==> config.mk <==
export PLATFORM = sky130hd
export DESIGN_NAME = npu_result_requant
export DESIGN_NICKNAME = d
export VERILOG_FILES = /design/src/rtl/npu_pkg.sv /design/src/rtl/npu_sync_fifo.sv /design/src/rtl/npu_result_requant.sv
export SDC_FILE = /design/constraint.sdc
export NUM_CORES = 1
export LEC_CHECK = 0
export BUFFER_PORTS_ARGS = -buffer_cell sky130_fd_sc_hd__buf_2
export CORE_UTILIZATION = 50
export CTS_CLUSTER_DIAMETER = 40
export CTS_CLUSTER_SIZE = 25
export DETAILED_ROUTE_END_ITERATION = 7
export PLACE_DENSITY = 0.79
export SLEW_MARGIN = 25
export SYNTH_ARGS = -nofsm -noshare
export SYNTH_HDL_FRONTEND = slang
export SYNTH_HIERARCHICAL = 1
export SYNTH_SLANG_ARGS = --single-unit
==> constraint.sdc <==
create_clock -name clk -period 3.9 [get_ports clk]
set_clock_uncertainty 0.1 [all_clocks]
set_input_delay 0.78 -clock clk [delete_from_list [all_inputs] [get_ports clk]]
set_output_delay 0.78 -clock clk [all_outputs]
set_load 0.02 [all_outputs]
==> src/rtl/npu_pkg.sv <==
`default_nettype none
// +----------------------------------------------------------------------+
// | npu_pkg : shared widths, result type and saturation helper           |
// | rev 1.0 : initial release                                            |
// +----------------------------------------------------------------------+
package npu_pkg;

    localparam int RESULT_W = 16;
    localparam int OUT_W    = 8;

    typedef logic [RESULT_W-1:0] res_t;

    function automatic logic [OUT_W-1:0] sat_u8(input logic [17:0] q);
        return (q > 18'd255) ? {OUT_W{1'b1}} : q[OUT_W-1:0];
    endfunction

endpackage
`default_nettype wire

==> src/rtl/npu_sync_fifo.sv <==
`default_nettype none
// +----------------------------------------------------------------------+
// | npu_sync_fifo : synchronous FIFO, registered head, no fall-through   |
// | rev 1.0 : initial release                                            |
// +----------------------------------------------------------------------+
module npu_sync_fifo #(
    parameter int WIDTH = 8,
    parameter int DEPTH = 4
) (
    input  logic                         clk,
    input  logic                         rst,
    input  logic                         push,
    input  logic [WIDTH-1:0]             din,
    input  logic                         pop,
    output logic [WIDTH-1:0]             dout,
    output logic                         empty,
    output logic                         full,
    output logic [$clog2(DEPTH+1)-1:0]   count
);

    localparam int AW = (DEPTH > 1) ? $clog2(DEPTH) : 1;
    localparam int CW = $clog2(DEPTH+1);

    logic [WIDTH-1:0] r_mem [DEPTH];
    logic [AW-1:0]    r_wr_ptr;
    logic [AW-1:0]    r_rd_ptr;
    logic [CW-1:0]    r_count;
    logic             w_do_push;
    logic             w_do_pop;

    assign empty = (r_count == '0);
    assign full  = (r_count == CW'(DEPTH));
    assign count = r_count;
    assign dout  = r_mem[r_rd_ptr];

    // A push into a full FIFO is legal when the head leaves on the same edge.
    assign w_do_pop  = pop && !empty;
    assign w_do_push = push && (!full || w_do_pop);

    always_ff @(posedge clk) begin
        if (rst) begin
            r_wr_ptr <= '0;
            r_rd_ptr <= '0;
            r_count  <= '0;
        end else begin
            if (w_do_push) begin
                r_wr_ptr <= r_wr_ptr + AW'(1);
            end
            if (w_do_pop) begin
                r_rd_ptr <= r_rd_ptr + AW'(1);
            end
            case ({w_do_push, w_do_pop})
                2'b10:   r_count <= r_count + CW'(1);
                2'b01:   r_count <= r_count - CW'(1);
                default: r_count <= r_count;
            endcase
        end
    end

    always_ff @(posedge clk) begin
        if (w_do_push) begin
            r_mem[r_wr_ptr] <= din;
        end
    end

endmodule
`default_nettype wire

==> src/rtl/npu_result_requant.sv <==
`default_nettype none
// +----------------------------------------------------------------------+
// | npu_result_requant : bias, round-half-up shift, u8 saturate, FIFO    |
// | rev 1.0 : initial release                                            |
// +----------------------------------------------------------------------+
module npu_result_requant
    import npu_pkg::*;
#(
    parameter int DEPTH = 4
) (
    input  logic                         clk,
    input  logic                         rst,
    input  logic                         in_valid,
    input  res_t                         in_data,
    input  res_t                         bias,
    input  logic [3:0]                   shamt,
    output logic                         out_valid,
    input  logic                         out_ready,
    output logic [OUT_W-1:0]             out_data,
    output logic [$clog2(DEPTH+1)-1:0]   level,
    output logic                         overflow,
    input  logic                         clr_ovf
);

    logic                  r_s1_valid;
    logic [RESULT_W:0]     r_s1_sum;
    logic [3:0]            r_s1_shamt;

    logic [17:0]           w_rnd;
    logic [17:0]           w_q;
    logic [OUT_W-1:0]      w_byte;
    logic                  w_pop;
    logic                  w_push;
    logic                  w_drop;
    logic                  w_empty;
    logic                  w_full;
    logic [OUT_W-1:0]      w_dout;

    always_ff @(posedge clk) begin
        if (rst) begin
            r_s1_valid <= 1'b0;
            r_s1_sum   <= '0;
            r_s1_shamt <= '0;
        end else begin
            r_s1_valid <= in_valid;
            if (in_valid) begin
                r_s1_sum   <= {1'b0, in_data} + {1'b0, bias};
                r_s1_shamt <= shamt;
            end
        end
    end

    // 18 bits holds the worst case 0x1FFFE + 0x4000 without wrap.
    always_comb begin
        w_rnd  = (r_s1_shamt == 4'd0) ? 18'd0 : (18'd1 << (r_s1_shamt - 4'd1));
        w_q    = (18'(r_s1_sum) + w_rnd) >> r_s1_shamt;
        w_byte = sat_u8(w_q);
    end

    assign w_pop  = !w_empty && out_ready;
    assign w_push = r_s1_valid && (!w_full || w_pop);
    assign w_drop = r_s1_valid && w_full && !w_pop;

    always_ff @(posedge clk) begin
        if (rst) begin
            overflow <= 1'b0;
        end else if (w_drop) begin
            overflow <= 1'b1;
        end else if (clr_ovf) begin
            overflow <= 1'b0;
        end
    end

    npu_sync_fifo #(
        .WIDTH (OUT_W),
        .DEPTH (DEPTH)
    ) u_fifo (
        .clk   (clk),
        .rst   (rst),
        .push  (w_push),
        .din   (w_byte),
        .pop   (w_pop),
        .dout  (w_dout),
        .empty (w_empty),
        .full  (w_full),
        .count (level)
    );

    assign out_valid = !w_empty;
    assign out_data  = w_empty ? '0 : w_dout;

endmodule
`default_nettype wire

==> key figures, run 1 <==
Route
  – Post-Route WL: 13.0 mm
  – Vias per std cell: 5.93
  – Routed Antenna Nets: 0
  – Violation count after the first detailed-route iteration: 311
  – Via count: 4754
  – Wire per inst: 16.2 um
  – # DRC: 0
  – Total iterations of the first detailed-routing run: 7

GRT
  – Vias in the first global route: 4517
  – Initial antenna violation count: 0
  – Met3 Use GR: 0.0472
  – Grt ovf: 0
  – Routing usage on met2: 0.420
  – GRT Resource Usage Total: 0.241
  – First-pass GRT wire length: 21.0 mm
  – Most used routing layer in global routing: met2
  – Met1 usage: 0.295
  – Largest net degree at the start of global routing: 35

Yosys
  – Main flop type after synthesis: edfxtp_1
  – Top post-synthesis cells by area: edfxtp_1, dfxtp_1, ha_1
  – Mapped Nets: 649
  – Yosys top cell by area: edfxtp_1
  – Most frequent cells after synthesis: nor2_1, nand2_1, ha_1
  – Seq cells post-synth: 64
  – Synth async-reset ratio: 0
  – Synthesized instance count: 569
  – Area share of the largest cell type after synthesis: 0.185
  – Yosys cell types: 78
  – Count leader, synth: nor2_1
  – Post-Syn Area: 0.00518 mm^2
  – Sequential share of the synthesized area: 0.309
  – Mapped Avg Cell Area: 9.11 um^2
  – EDFF count, synth: 32
  – Synth Warn #: 6

Clock network
  – Total CTS buffers: 9
  – Root Buffer: clkbuf_8
  – H-Tree Depth: 3
  – CTS Sinks: 64
  – Max clock buf depth: 2
  – Worst-skew pair later-pin latency: 360 ps
  – Clock transition at the registers of the reported paths: 80 ps
  – CTS tree: done
  – Hold bufs inserted after CTS: 0

STA
  – Final Cycle Share: 0.982
  – Slew @ Worst Pin: 668 ps
  – Slew headroom: 0.554
  – Final Slew Violations: 0
  – Minimum clock period: 3830 ps
  – Setup TNS: 0 ps
  – Setup WS post-layout: 71.3 ps
  – Setup violators final: 0
  – Hold Violations, Final: 0
  – Fmax: 0.261 GHz

Layout
  – Post-Layout Cell Count: 802
  – # diodes: 0
  – Share of layout cells above drive strength 1: 0.302
  – Area Growth Syn to Fin: 20.5%
  – Util after Layout: 0.630
  – Design area: 0.00625 mm^2
  – Nets: 744

Critical path
  – Crit path DAT: 3930 ps
  – CP Capture Type: register
  – WP data required: 4000 ps
  – Worst path slowest cell: nor3_1
  – CP cell instances: inv_2, nand2_2, nor3_2, ha_2, inv_1, fa_1, nand2b_4, a21oi_2, o31a_1, nor4_1, nor3_1, nor2_1, o31a_1, mux4_2, nand3_2
  – Crit path launch: r_s1_shamt[1]$_SDFFE_PP0P_
  – Critical-path maximum fanout: 6
  – CP endpoint: u_fifo/r_mem[0][2]$_DFFE_PP_
  – Worst r2r src: r_s1_shamt[1]$_SDFFE_PP0P_
  – R2R Path End: u_fifo/r_mem[0][2]$_DFFE_PP_
  – Startpoint Class: register
  – WP depth: 15
  – Max incr delay on CP: 490 ps
  – Most frequent CP cell: o31a_1
  – CP Class: reg -> reg
  – CP top delay family: simple AND/OR/NAND/NOR gates
  – Reg2Reg Depth: 15
  – Reg2Reg Setup Slack: 70 ps
  – Worst path bufs/invs: 2

Pwr
  – Maximum vdd ir drop: 0.135 mV
  – Comb power frac: 0.326
  – Leak: 2.57 nW
  – Sequential power share: 0.409
  – Switching share of power: 0.335
  – Pwr per Cell Area: 302 mW/mm^2
  – P_sw: 0.000633 W
  – Clock power frac: 0.265
  – Internal: 0.00125 W

Floorplan
  – IO Count: 54
  – Die X-Extent: 104 um
  – Core area: 0.00991 mm^2
  – Starting Density: 0.523
  – Die area: 0.0108 mm^2
  – Core Rows: 36
  – Die height: 104 um

Placed design
  – Placed inst area: 0.00591 mm^2
  – GP Congestion: 0.979
  – IO buf count: 53
  – HPWL after DPL: 9.92 mm
  – Placed Cells: 785
  – Dpl ws: -27.4 ps

Run
  – Max-cap violation count: 0

Status
  – Status: finished clean

Worst hold path
  – Type of the worst min-delay path: reg -> reg
[flip-flops by register name, indices dropped and copies added (netlist names), named ones only]
signal           flops
u_fifo/r_mem        32
r_s1_shamt           4
u_fifo/count         3
r_s1_sum            17
overflow             1
u_fifo/r_rd_ptr      2
u_fifo/r_wr_ptr      2
r_s1_valid           1
[power by group through the flow]
stage	Clock [W]	Combinational, W	Sequential, W
final	0.000500	0.000615	0.000773
after global routing	0.000536	0.000668	0.000777
after CTS	0.000509	0.000578	0.000771
after detailed placement	0	0.000575	0.000786
after global placement	0	0.000558	0.000785
after floorplan	0	0.000404	0.000777
[per-stage QoR]
step | power, W | hold WS (ps)
after floorplan | 0.00118 | 350
after global placement | 0.00134 | 369
after detailed placement | 0.00136 | 365
after CTS | 0.00186 | 378
after global routing | 0.00198 | 400
final | 0.00189 | 379
[kinds of logic after synthesis]
family	share of synthesized area
adders and majority gates	0.0985
xor gates and xnor gates	0.0405
buffers and inverters	0.0442
other	0.000723
muxes	0.119
DFF	0.309
and+or+nand+nor	0.191
AOI/OAI and AO/OA	0.198
[what timing repair did]
item                       CTS  global route
resized for setup            2            46
gates cloned                 0             0
setup endpoints to repair   32            32
pin swaps                    0            10
setup buffers                0             1
[worst min-delay path by stage]
stage / end / cells after the start / startpoint
3_5_place_dp: r_s1_sum[7]$_SDFFE_PP0P_ / 2 / r_s1_sum[7]$_SDFFE_PP0P_
6_report: r_s1_sum[7]$_SDFFE_PP0P_ / 2 / r_s1_sum[7]$_SDFFE_PP0P_
3_3_place_gp: r_s1_sum[7]$_SDFFE_PP0P_ / 2 / r_s1_sum[7]$_SDFFE_PP0P_
2_1_floorplan: r_s1_sum[13]$_SDFFE_PP0P_ / 2 / r_s1_sum[13]$_SDFFE_PP0P_
5_1_grt: r_s1_sum[7]$_SDFFE_PP0P_ / 2 / r_s1_sum[7]$_SDFFE_PP0P_
4_1_cts: r_s1_sum[7]$_SDFFE_PP0P_ / 2 / r_s1_sum[7]$_SDFFE_PP0P_
[area by class of cell]
class                           count  area [um^2]
Fill cell                         834         3660
Multi-Input combinational cell    452         3510
Sequential cell                    64         1610
Timing Repair Buffer              109          689
Tap cell                          133          166
Clock buffer                       10          128
Inverter                           28          105
Clock inverter                      6         37.5
[routing by layer]
| layer | up-vias | wire length (um) |
|---|---|---|
| met5 | - | 0 |
| met4 | 0 | 307 |
| met3 | 32 | 709 |
| met2 | 177 | 6510 |
| met1 | 2242 | 5490 |
| li1 | 2303 | - |
[layout by cell type (no fill, tap or decap), drive strengths merged, types with 9 or more instances in the layout]
cell type  instances
inv               27
nor3              20
nand2b             9
xnor2             14
a21oi             33
nor2              68
dfxtp             32
mux2i             21
a211oi            13
mux4              16
clkbuf            10
o31ai              9
nor2b             12
o21ai             23
edfxtp            32
ha                36
buf              109
nand2             44
xor2              10
nand3             18
[worst min-delay path: stages (launching register included)]
cell and delay, ps:
dfxtp_1 320, nand2b_1 60, a21oi_1 50
Note: power is estimated with default switching activity, not from simulation.
==> inputs of run 2 (changes only) <==
Settings changed: ABC_AREA set to 1, CAP_MARGIN set to 20.
==> run 2 against run 1 <==
Critical path type unchanged. Count of clock-buffer cells in the layout shrank 1. Register-to-register slack gained 300 ps. Global-route usage is essentially flat. Power grew 2.8%. Highest routed layer unchanged. Via count grew 3.8%. First-iteration DRC count grew 15%.
==> key figures, run 2 <==
Critical path
  – WP data required: 3860 ps (was 4000 ps)
  – CP Class: reg -> reg (unchanged)
  – Startpoint Class: register (unchanged)
  – Crit path DAT: 3480 ps (was 3930 ps)
  – R2R Path End: u_fifo/r_mem[2][6]$_DFFE_PP_ (was u_fifo/r_mem[0][2]$_DFFE_PP_)
  – Most frequent CP cell: nand2_2 (was o31a_1)
  – Reg2Reg Depth: 23 (was 15)
  – Max incr delay on CP: 390 ps (was 490 ps)
  – CP Capture Type: register (unchanged)
  – Critical-path maximum fanout: 8 (was 6)
  – Reg2Reg Setup Slack: 370 ps (was 70 ps)
  – Worst path slowest cell: dfxtp_1 (was nor3_1)
  – Worst r2r src: r_s1_shamt[0]$_SDFFE_PP0P_ (was r_s1_shamt[1]$_SDFFE_PP0P_)
  – CP cell instances: clkinv_1, nor2_1, inv_1, nor2_1, ha_2, inv_1, fa_1, inv_1, nand3_1, nand2_2, nand2_1, nand2_2, nand2_2, nand2_2, nand2_2, nand3_2, nand3_2, nand3_1, nand2_1, nor2_1, nand3_1, nand2_2, nand3_1 (was inv_2, nand2_2, nor3_2, ha_2, inv_1, fa_1, nand2b_4, a21oi_2, o31a_1, nor4_1, nor3_1, nor2_1, o31a_1, mux4_2, nand3_2)

Layout
  – Seq. cell area: 0.00160 mm^2 (was 0.00161 mm^2)
  – Area Growth Syn to Fin: 11.5% (was 20.5%)
  – Largest Register: u_fifo/r_mem (unchanged)
  – Biggest regs: u_fifo/r_mem x32, r_s1_sum x17, r_s1_shamt x4 (unchanged)
  – Most frequent cells in the layout: nand2_1, inv_1, nor2_1 (was nor2_1, buf_4, buf_2)
  – Post-Layout Cell Count: 945 (was 802)
  – Fillers: 951 (was 834)
  – Most common cell after layout, fill and taps aside: nand2_1 (was nor2_1)
  – Area of the multi-input gates: 0.00300 mm^2 (was 0.00351 mm^2)
  – Nets: 887 (was 744)
  – Share of layout cells above drive strength 1: 0.129 (was 0.302)
  – Largest register FFs: 32 (unchanged)
  – # diodes: 0 (unchanged)

Pwr
  – Maximum vdd ir drop: 0.172 mV (was 0.135 mV)
  – Pwr per Cell Area: 340 mW/mm^2 (was 302 mW/mm^2)
  – Leak: 2.87 nW (was 2.57 nW)

Clock network
  – Clock transition at the registers of the reported paths: 80 ps (about the same)
  – Max clock buf depth: 2 (unchanged)
  – PostCTS Resize Cnt: 0 (was 2)
  – Post-CTS Setup Bufs: 0 (unchanged)
  – Root Buffer: clkbuf_8 (unchanged)
  – CTS tree: done (unchanged)
  – Total CTS buffers: 9 (unchanged)
  – Worst-skew pair later-pin latency: 350 ps (was 360 ps)
  – H-Tree Depth: 3 (unchanged)
  – CTS Sinks: 64 (unchanged)
  – Hold bufs inserted after CTS: 0 (unchanged)

Worst hold path
  – Hold path start: u_fifo/r_rd_ptr[1]$_SDFFE_PP0N_ (was r_s1_sum[7]$_SDFFE_PP0P_)
  – Hold path cells: 2 (unchanged)
  – Hold Path End: u_fifo/r_rd_ptr[1]$_SDFFE_PP0N_ (was r_s1_sum[7]$_SDFFE_PP0P_)
  – Type of the worst min-delay path: reg -> reg (unchanged)

GRT
  – Largest net degree at the start of global routing: 24 (was 35)
  – Initial antenna violation count: 0 (unchanged)
  – First-pass GRT wire length: 20.0 mm (was 21.0 mm)
  – Vias in the first global route: 4459 (was 4517)
  – Grt ovf: 0 (unchanged)
  – GRT Resource Usage Total: 0.241 (about the same)

Route
  – Total iterations of the first detailed-routing run: 5 (was 7)
  – Via count: 4933 (was 4754)
  – Post-Route WL: 12.0 mm (was 13.0 mm)
  – # DRC: 0 (unchanged)
  – Routed Antenna Nets: 0 (unchanged)
  – Wire per inst: 12.6 um (was 16.2 um)
  – Vias per std cell: 5.22 (was 5.93)
  – Violation count after the first detailed-route iteration: 357 (was 311)

STA
  – RSZ-0062 raised after global routing: no
  – Hold Violations, Final: 0 (unchanged)
  – Setup TNS: 0 ps (unchanged)
  – Setup violators final: 0 (unchanged)
  – Minimum clock period: 3530 ps (was 3830 ps)
  – Fmax: 0.284 GHz (was 0.261 GHz)
  – Final Slew Violations: 0 (unchanged)
  – Slew headroom: 0.451 (was 0.554)
  – Final Cycle Share: 0.904 (was 0.982)
  – Slew @ Worst Pin: 821 ps (was 668 ps)

Floorplan
  – Starting Density: 0.520 (was 0.523)
  – Core area: 0.00986 mm^2 (was 0.00991 mm^2)
  – Core Rows: 36 (unchanged)
  – Die X-Extent: 103 um (was 104 um)
  – Die height: 103 um (was 104 um)
  – IO Count: 54 (unchanged)
  – Die area: 0.0107 mm^2 (was 0.0108 mm^2)

Yosys
  – Seq cells post-synth: 64 (unchanged)
  – Count leader, synth: nand2_1 (was nor2_1)
  – Main flop type after synthesis: edfxtp_1 (unchanged)
  – Synth Warn #: 6 (unchanged)
  – Mapped Nets: 835 (was 649)
  – Synth async-reset ratio: 0 (unchanged)
  – Synthesized instance count: 755 (was 569)
  – Yosys top cell by area: edfxtp_1 (unchanged)
  – Most frequent cells after synthesis: nand2_1, inv_1, nor2_1 (was nor2_1, nand2_1, ha_1)
  – EDFF count, synth: 32 (unchanged)
  – Mapped Avg Cell Area: 6.79 um^2 (was 9.11 um^2)
  – Sequential share of the synthesized area: 0.312 (was 0.309)
  – Yosys cell types: 41 (was 78)
  – Post-Syn Area: 0.00513 mm^2 (was 0.00518 mm^2)
  – Top post-synthesis cells by area: edfxtp_1, dfxtp_1, nand2_1 (was edfxtp_1, dfxtp_1, ha_1)
  – Area share of the largest cell type after synthesis: 0.187 (was 0.185)

Placed design
  – Placed Cells: 929 (was 785)
  – GP Congestion: 0.997 (was 0.979)
  – IO buf count: 53 (unchanged)
  – HPWL after DPL: 9.23 mm (was 9.92 mm)

Status
  – Status: finished clean (unchanged)

Run
  – Max-cap violation count: 0 (unchanged)
run 2: changes by cell type after synthesis, moves of 16 or more:
cell	change
mux2i_1	-20
nand3_1	+66
o21ai_0	+32
mux4_2	-16
inv_1	+92
nor3_1	-18
nor2_1	+27
nand2_1	+112
run 2: area by class of cell:
type / count / area share
Timing Repair Buffer: 59 / 0.0543
Clock inverter: 7 / 0.0125
Sequential cell: 64 / 0.280
Clock buffer: 9 / 0.0217
Multi-Input combinational cell: 555 / 0.525
Tap cell: 133 / 0.0291
Inverter: 118 / 0.0775
run 2: critical path: cells and delay by family, from the launching register on:
kind                       cells  cell delay [ps]
adders and majority gates      2              610
buffers and inverters          4              420
DFF                            1              390
and+or+nand+nor               17             1720
run 2: logic make-up after synthesis:
group                    Yosys count  share of synthesized area
AO/OA/AOI/OAI                    126                      0.137
XOR/XNOR                          17                     0.0290
adder cells (fa/ha/maj)           39                     0.0996
buffers and inverters            136                      0.104
flip-flops                        64                      0.312
multiplexers                       1                    0.00195
other                              1                   0.000732
AND/OR/NAND/NOR                  371                      0.315
run 2: where the power goes:
part | internal, W | leakage (nW) | switching, W
registers | 0.000754 | 0.534 | 0.0000301
clock network | 0.000295 | 0.0933 | 0.000277
logic | 0.000206 | 2.24 | 0.000379
total | 0.00125 | 2.87 | 0.000686
run 2: worst max path at each step:
| stage | from | end | depth (start not counted) |
|---|---|---|---|
| detailed placement | r_s1_shamt[2]$_SDFFE_PP0P_ | u_fifo/r_mem[2][0]$_DFFE_PP_ | 22 |
| global placement | r_s1_shamt[2]$_SDFFE_PP0P_ | u_fifo/r_mem[0][0]$_DFFE_PP_ | 22 |
| finish | r_s1_shamt[0]$_SDFFE_PP0P_ | u_fifo/r_mem[2][6]$_DFFE_PP_ | 23 |
| global route | r_s1_shamt[0]$_SDFFE_PP0P_ | u_fifo/r_mem[1][0]$_DFFE_PP_ | 23 |
| floorplan | r_s1_shamt[0]$_SDFFE_PP0P_ | u_fifo/r_mem[0][0]$_DFFE_PP_ | 25 |
| CTS | r_s1_shamt[2]$_SDFFE_PP0P_ | u_fifo/r_mem[0][0]$_DFFE_PP_ | 22 |
run 2: through the flow:
step / power, W / instance area, um^2 / worst slack, ps / hold WS, ps / utilization
after floorplan: 0.00123 / 5130 / 515 / 336 / -
after global placement: 0.00137 / 5510 / 324 / 354 / 0.559
after detailed placement: 0.00138 / 5510 / 240 / 360 / 0.559
after CTS: 0.00194 / 5710 / 197 / 374 / 0.579
after global routing: 0.00206 / 5720 / 10.4 / 418 / 0.579
final: 0.00194 / 5720 / 374 / 370 / 0.579
run 2: routing by layer:
layer	share of wire	vias to the layer above	GRT usage
met1	0.45	2194	0.304
met3	0.062	13	0.0390
met5	0	-	0
met4	0.010	0	0.0769
met2	0.48	157	0.421
li1	-	2569	-
==> inputs of run 3 (changes only) <==
Settings changed: PLACE_DENSITY 0.79 to 0.72.
==> run 3 against run 2 <==
Clock power up 0.9%. Register-to-register slack lost 30 ps. Global-route usage is 1.1 points higher. Flip-flop and latch count unchanged. Sequential power hardly changed. Die area is the same. Critical path type unchanged. Largest cell class unchanged.
==> key figures, run 3 (synthesis gave the netlist of run 2 again) <==
Layout
  – Most common cell after layout, fill and taps aside: nand2_1 (unchanged)
  – Share of layout cells above drive strength 1: 0.129 (about the same)
  – Biggest regs: u_fifo/r_mem x32, r_s1_sum x17, r_s1_shamt x4 (unchanged)
  – Area Growth Syn to Fin: 11.9% (was 11.5%)
  – Util after Layout: 0.582 (was 0.579)
  – Largest Register: u_fifo/r_mem (unchanged)
  – Nets: 889 (was 887)
  – Largest register FFs: 32 (unchanged)
  – # diodes: 0 (unchanged)
  – Most frequent cells in the layout: nand2_1, inv_1, nor2_1 (unchanged)

STA
  – Slew @ Worst Pin: 832 ps (was 821 ps)
  – Setup violators final: 0 (unchanged)
  – Fmax: 0.281 GHz (was 0.284 GHz)
  – Final Slew Violations: 0 (unchanged)
  – RSZ-0062 raised after global routing: no (unchanged)
  – Setup TNS: 0 ps (unchanged)
  – Setup WS post-layout: 341 ps (was 374 ps)
  – Hold Violations, Final: 0 (unchanged)
  – Final Cycle Share: 0.913 (was 0.904)
  – Slew headroom: 0.443 (was 0.451)
  – Minimum clock period: 3560 ps (was 3530 ps)

Pwr
  – Maximum vdd ir drop: 0.171 mV (was 0.172 mV)
  – Pwr per Cell Area: 341 mW/mm^2 (was 340 mW/mm^2)
  – Leak: 2.89 nW (was 2.87 nW)

Critical path
  – Reg2Reg Depth: 20 (was 23)
  – Critical-path maximum fanout: 11 (was 8)
  – WP data required: 3840 ps (was 3860 ps)
  – Most frequent CP cell: nand2_1 (was nand2_2)
  – CP cell instances: buf_4, nand2_1, nor2_1, ha_1, nand2_1, nand2_1, nand2_1, nand2_1, nand2_1, nand3_1, nand2_1, nand2_1, nand2_1, nand3_2, nand3_1, nand2_1, nor2_1, nand3_1, nand2_2, nand3_1 (was clkinv_1, nor2_1, inv_1, nor2_1, ha_2, inv_1, fa_1, inv_1, nand3_1, nand2_2, nand2_1, nand2_2, nand2_2, nand2_2, nand2_2, nand3_2, nand3_2, nand3_1, nand2_1, nor2_1, nand3_1, nand2_2, nand3_1)
  – Crit path launch: r_s1_shamt[1]$_SDFFE_PP0P_ (was r_s1_shamt[0]$_SDFFE_PP0P_)
  – Reg2Reg Setup Slack: 340 ps (was 370 ps)
  – CP endpoint: u_fifo/r_mem[1][6]$_DFFE_PP_ (was u_fifo/r_mem[2][6]$_DFFE_PP_)
  – CP Capture Type: register (unchanged)
  – Startpoint Class: register (unchanged)
  – R2R Path End: u_fifo/r_mem[1][6]$_DFFE_PP_ (was u_fifo/r_mem[2][6]$_DFFE_PP_)
  – Worst path slowest cell: dfxtp_1 (unchanged)
  – CP Class: reg -> reg (unchanged)
  – Max incr delay on CP: 570 ps (was 390 ps)
  – Worst r2r src: r_s1_shamt[1]$_SDFFE_PP0P_ (was r_s1_shamt[0]$_SDFFE_PP0P_)
  – Crit path DAT: 3500 ps (was 3480 ps)

Route
  – Vias per std cell: 5.28 (was 5.22)
  – # DRC: 0 (unchanged)
  – Post-Route WL: 12.6 mm (was 12.0 mm)
  – Wire per inst: 13.3 um (was 12.6 um)
  – Routed Antenna Nets: 0 (unchanged)
  – Violation count after the first detailed-route iteration: 404 (was 357)
  – Total iterations of the first detailed-routing run: 5 (unchanged)
  – Via count: 5001 (was 4933)

Worst hold path
  – Hold path start: overflow$_SDFFE_PP0P_ (was u_fifo/r_rd_ptr[1]$_SDFFE_PP0N_)
  – Type of the worst min-delay path: reg -> reg (unchanged)

Clock network
  – Hold bufs inserted after CTS: 0 (unchanged)
  – H-Tree Depth: 3 (unchanged)
  – Clock transition at the registers of the reported paths: 80 ps (about the same)
  – Worst-skew pair later-pin latency: 340 ps (was 350 ps)
  – CTS tree: done (unchanged)
  – CTS Sinks: 64 (unchanged)
  – Total CTS buffers: 9 (unchanged)
  – Root Buffer: clkbuf_8 (unchanged)
  – Max clock buf depth: 2 (unchanged)

GRT
  – Initial antenna violation count: 0 (unchanged)
  – Grt ovf: 0 (unchanged)
  – GRT Resource Usage Total: 0.252 (was 0.241)
  – Vias in the first global route: 4616 (was 4459)
  – First-pass GRT wire length: 20.9 mm (was 20.0 mm)
  – Largest net degree at the start of global routing: 24 (unchanged)

Run
  – Max-cap violation count: 0 (unchanged)

Placed design
  – Dpl ws: 211 ps (was 240 ps)
  – GP Congestion: 0.967 (was 0.997)
  – IO buf count: 53 (unchanged)
  – HPWL after DPL: 9.89 mm (was 9.23 mm)

Floorplan
  – Core area: 0.00986 mm^2 (unchanged)
  – IO Count: 54 (unchanged)
  – Core Rows: 36 (unchanged)
  – Starting Density: 0.520 (unchanged)
  – Die X-Extent: 103 um (unchanged)
  – Die area: 0.0107 mm^2 (unchanged)
  – Die height: 103 um (unchanged)

Status
  – Status: finished clean (unchanged)
-- run 3: cell types whose count changed in the layout (fill, tap and decap cells not counted), sizes merged --
| cell | delta |
|---|---|
| clkbuf | +4 |
| buf | +2 |
| bufinv | -1 |
| clkinv | -1 |
| clkinvlp | -1 |
| inv | -1 |
-- run 3: worst max-delay path: cells and delay by family, from the launching register on --
family	cells	cell delay, ps
simple gates	18	2060
flops	1	570
fa+ha+maj	1	320
buf+inv	1	240
-- run 3: worst min path at each step --
stage	cells past startpoint	end	slack, ps
global placement	2	u_fifo/r_rd_ptr[1]$_SDFFE_PP0N_	350
floorplan	2	register	340
detailed placement	2	register	360
CTS	2	u_fifo/r_rd_ptr[1]$_SDFFE_PP0N_	380
global route	2	overflow$_SDFFE_PP0P_	400
finish	2	overflow$_SDFFE_PP0P_	370
-- run 3: metrics by stage --
step	total power, W	instance area, um^2	std cells	hold WS [ps]
2_1_floorplan	0.00123	5130	755	336
3_3_place_gp	0.00138	5530	931	351
3_5_place_dp	0.00139	5530	931	362
4_1_cts	0.00196	5730	947	376
5_1_grt	0.00208	5740	947	403
6_report	0.00196	5740	947	367
-- run 3: area by class of cell --
class / count / area [um^2]
clock buffer: 13 / 185
tap: 133 / 166
multi-input combinational: 555 / 2990
sequential: 64 / 1600
fill: 950 / 4130
clock inverter: 3 / 21.3
inverter: 118 / 443
timing repair buffer: 61 / 325
-- run 3: what timing repair did --
action / in CTS / in global routing
resized for setup: 0 / 2
hold endpoints to repair: 0 / 0
setup buffers: 0 / 0
setup endpoints to repair: 0 / 32
-- run 3: report_power, final --
group	total, W	switching, W	internal [W]	leakage, nW
combinational	0.000595	0.000386	0.000208	2.25
clock	0.000577	0.000261	0.000316	0.103
sequential	0.000785	0.0000313	0.000754	0.534
-- run 3: per-layer routing --
layer,wire length [um],vias up,global-route usage
met1,5690,2267,0.310
li1,-,2584,-
met3,664,19,0.0410
met4,203,0,0.0748
met2,6070,131,0.452
met5,0,-,0
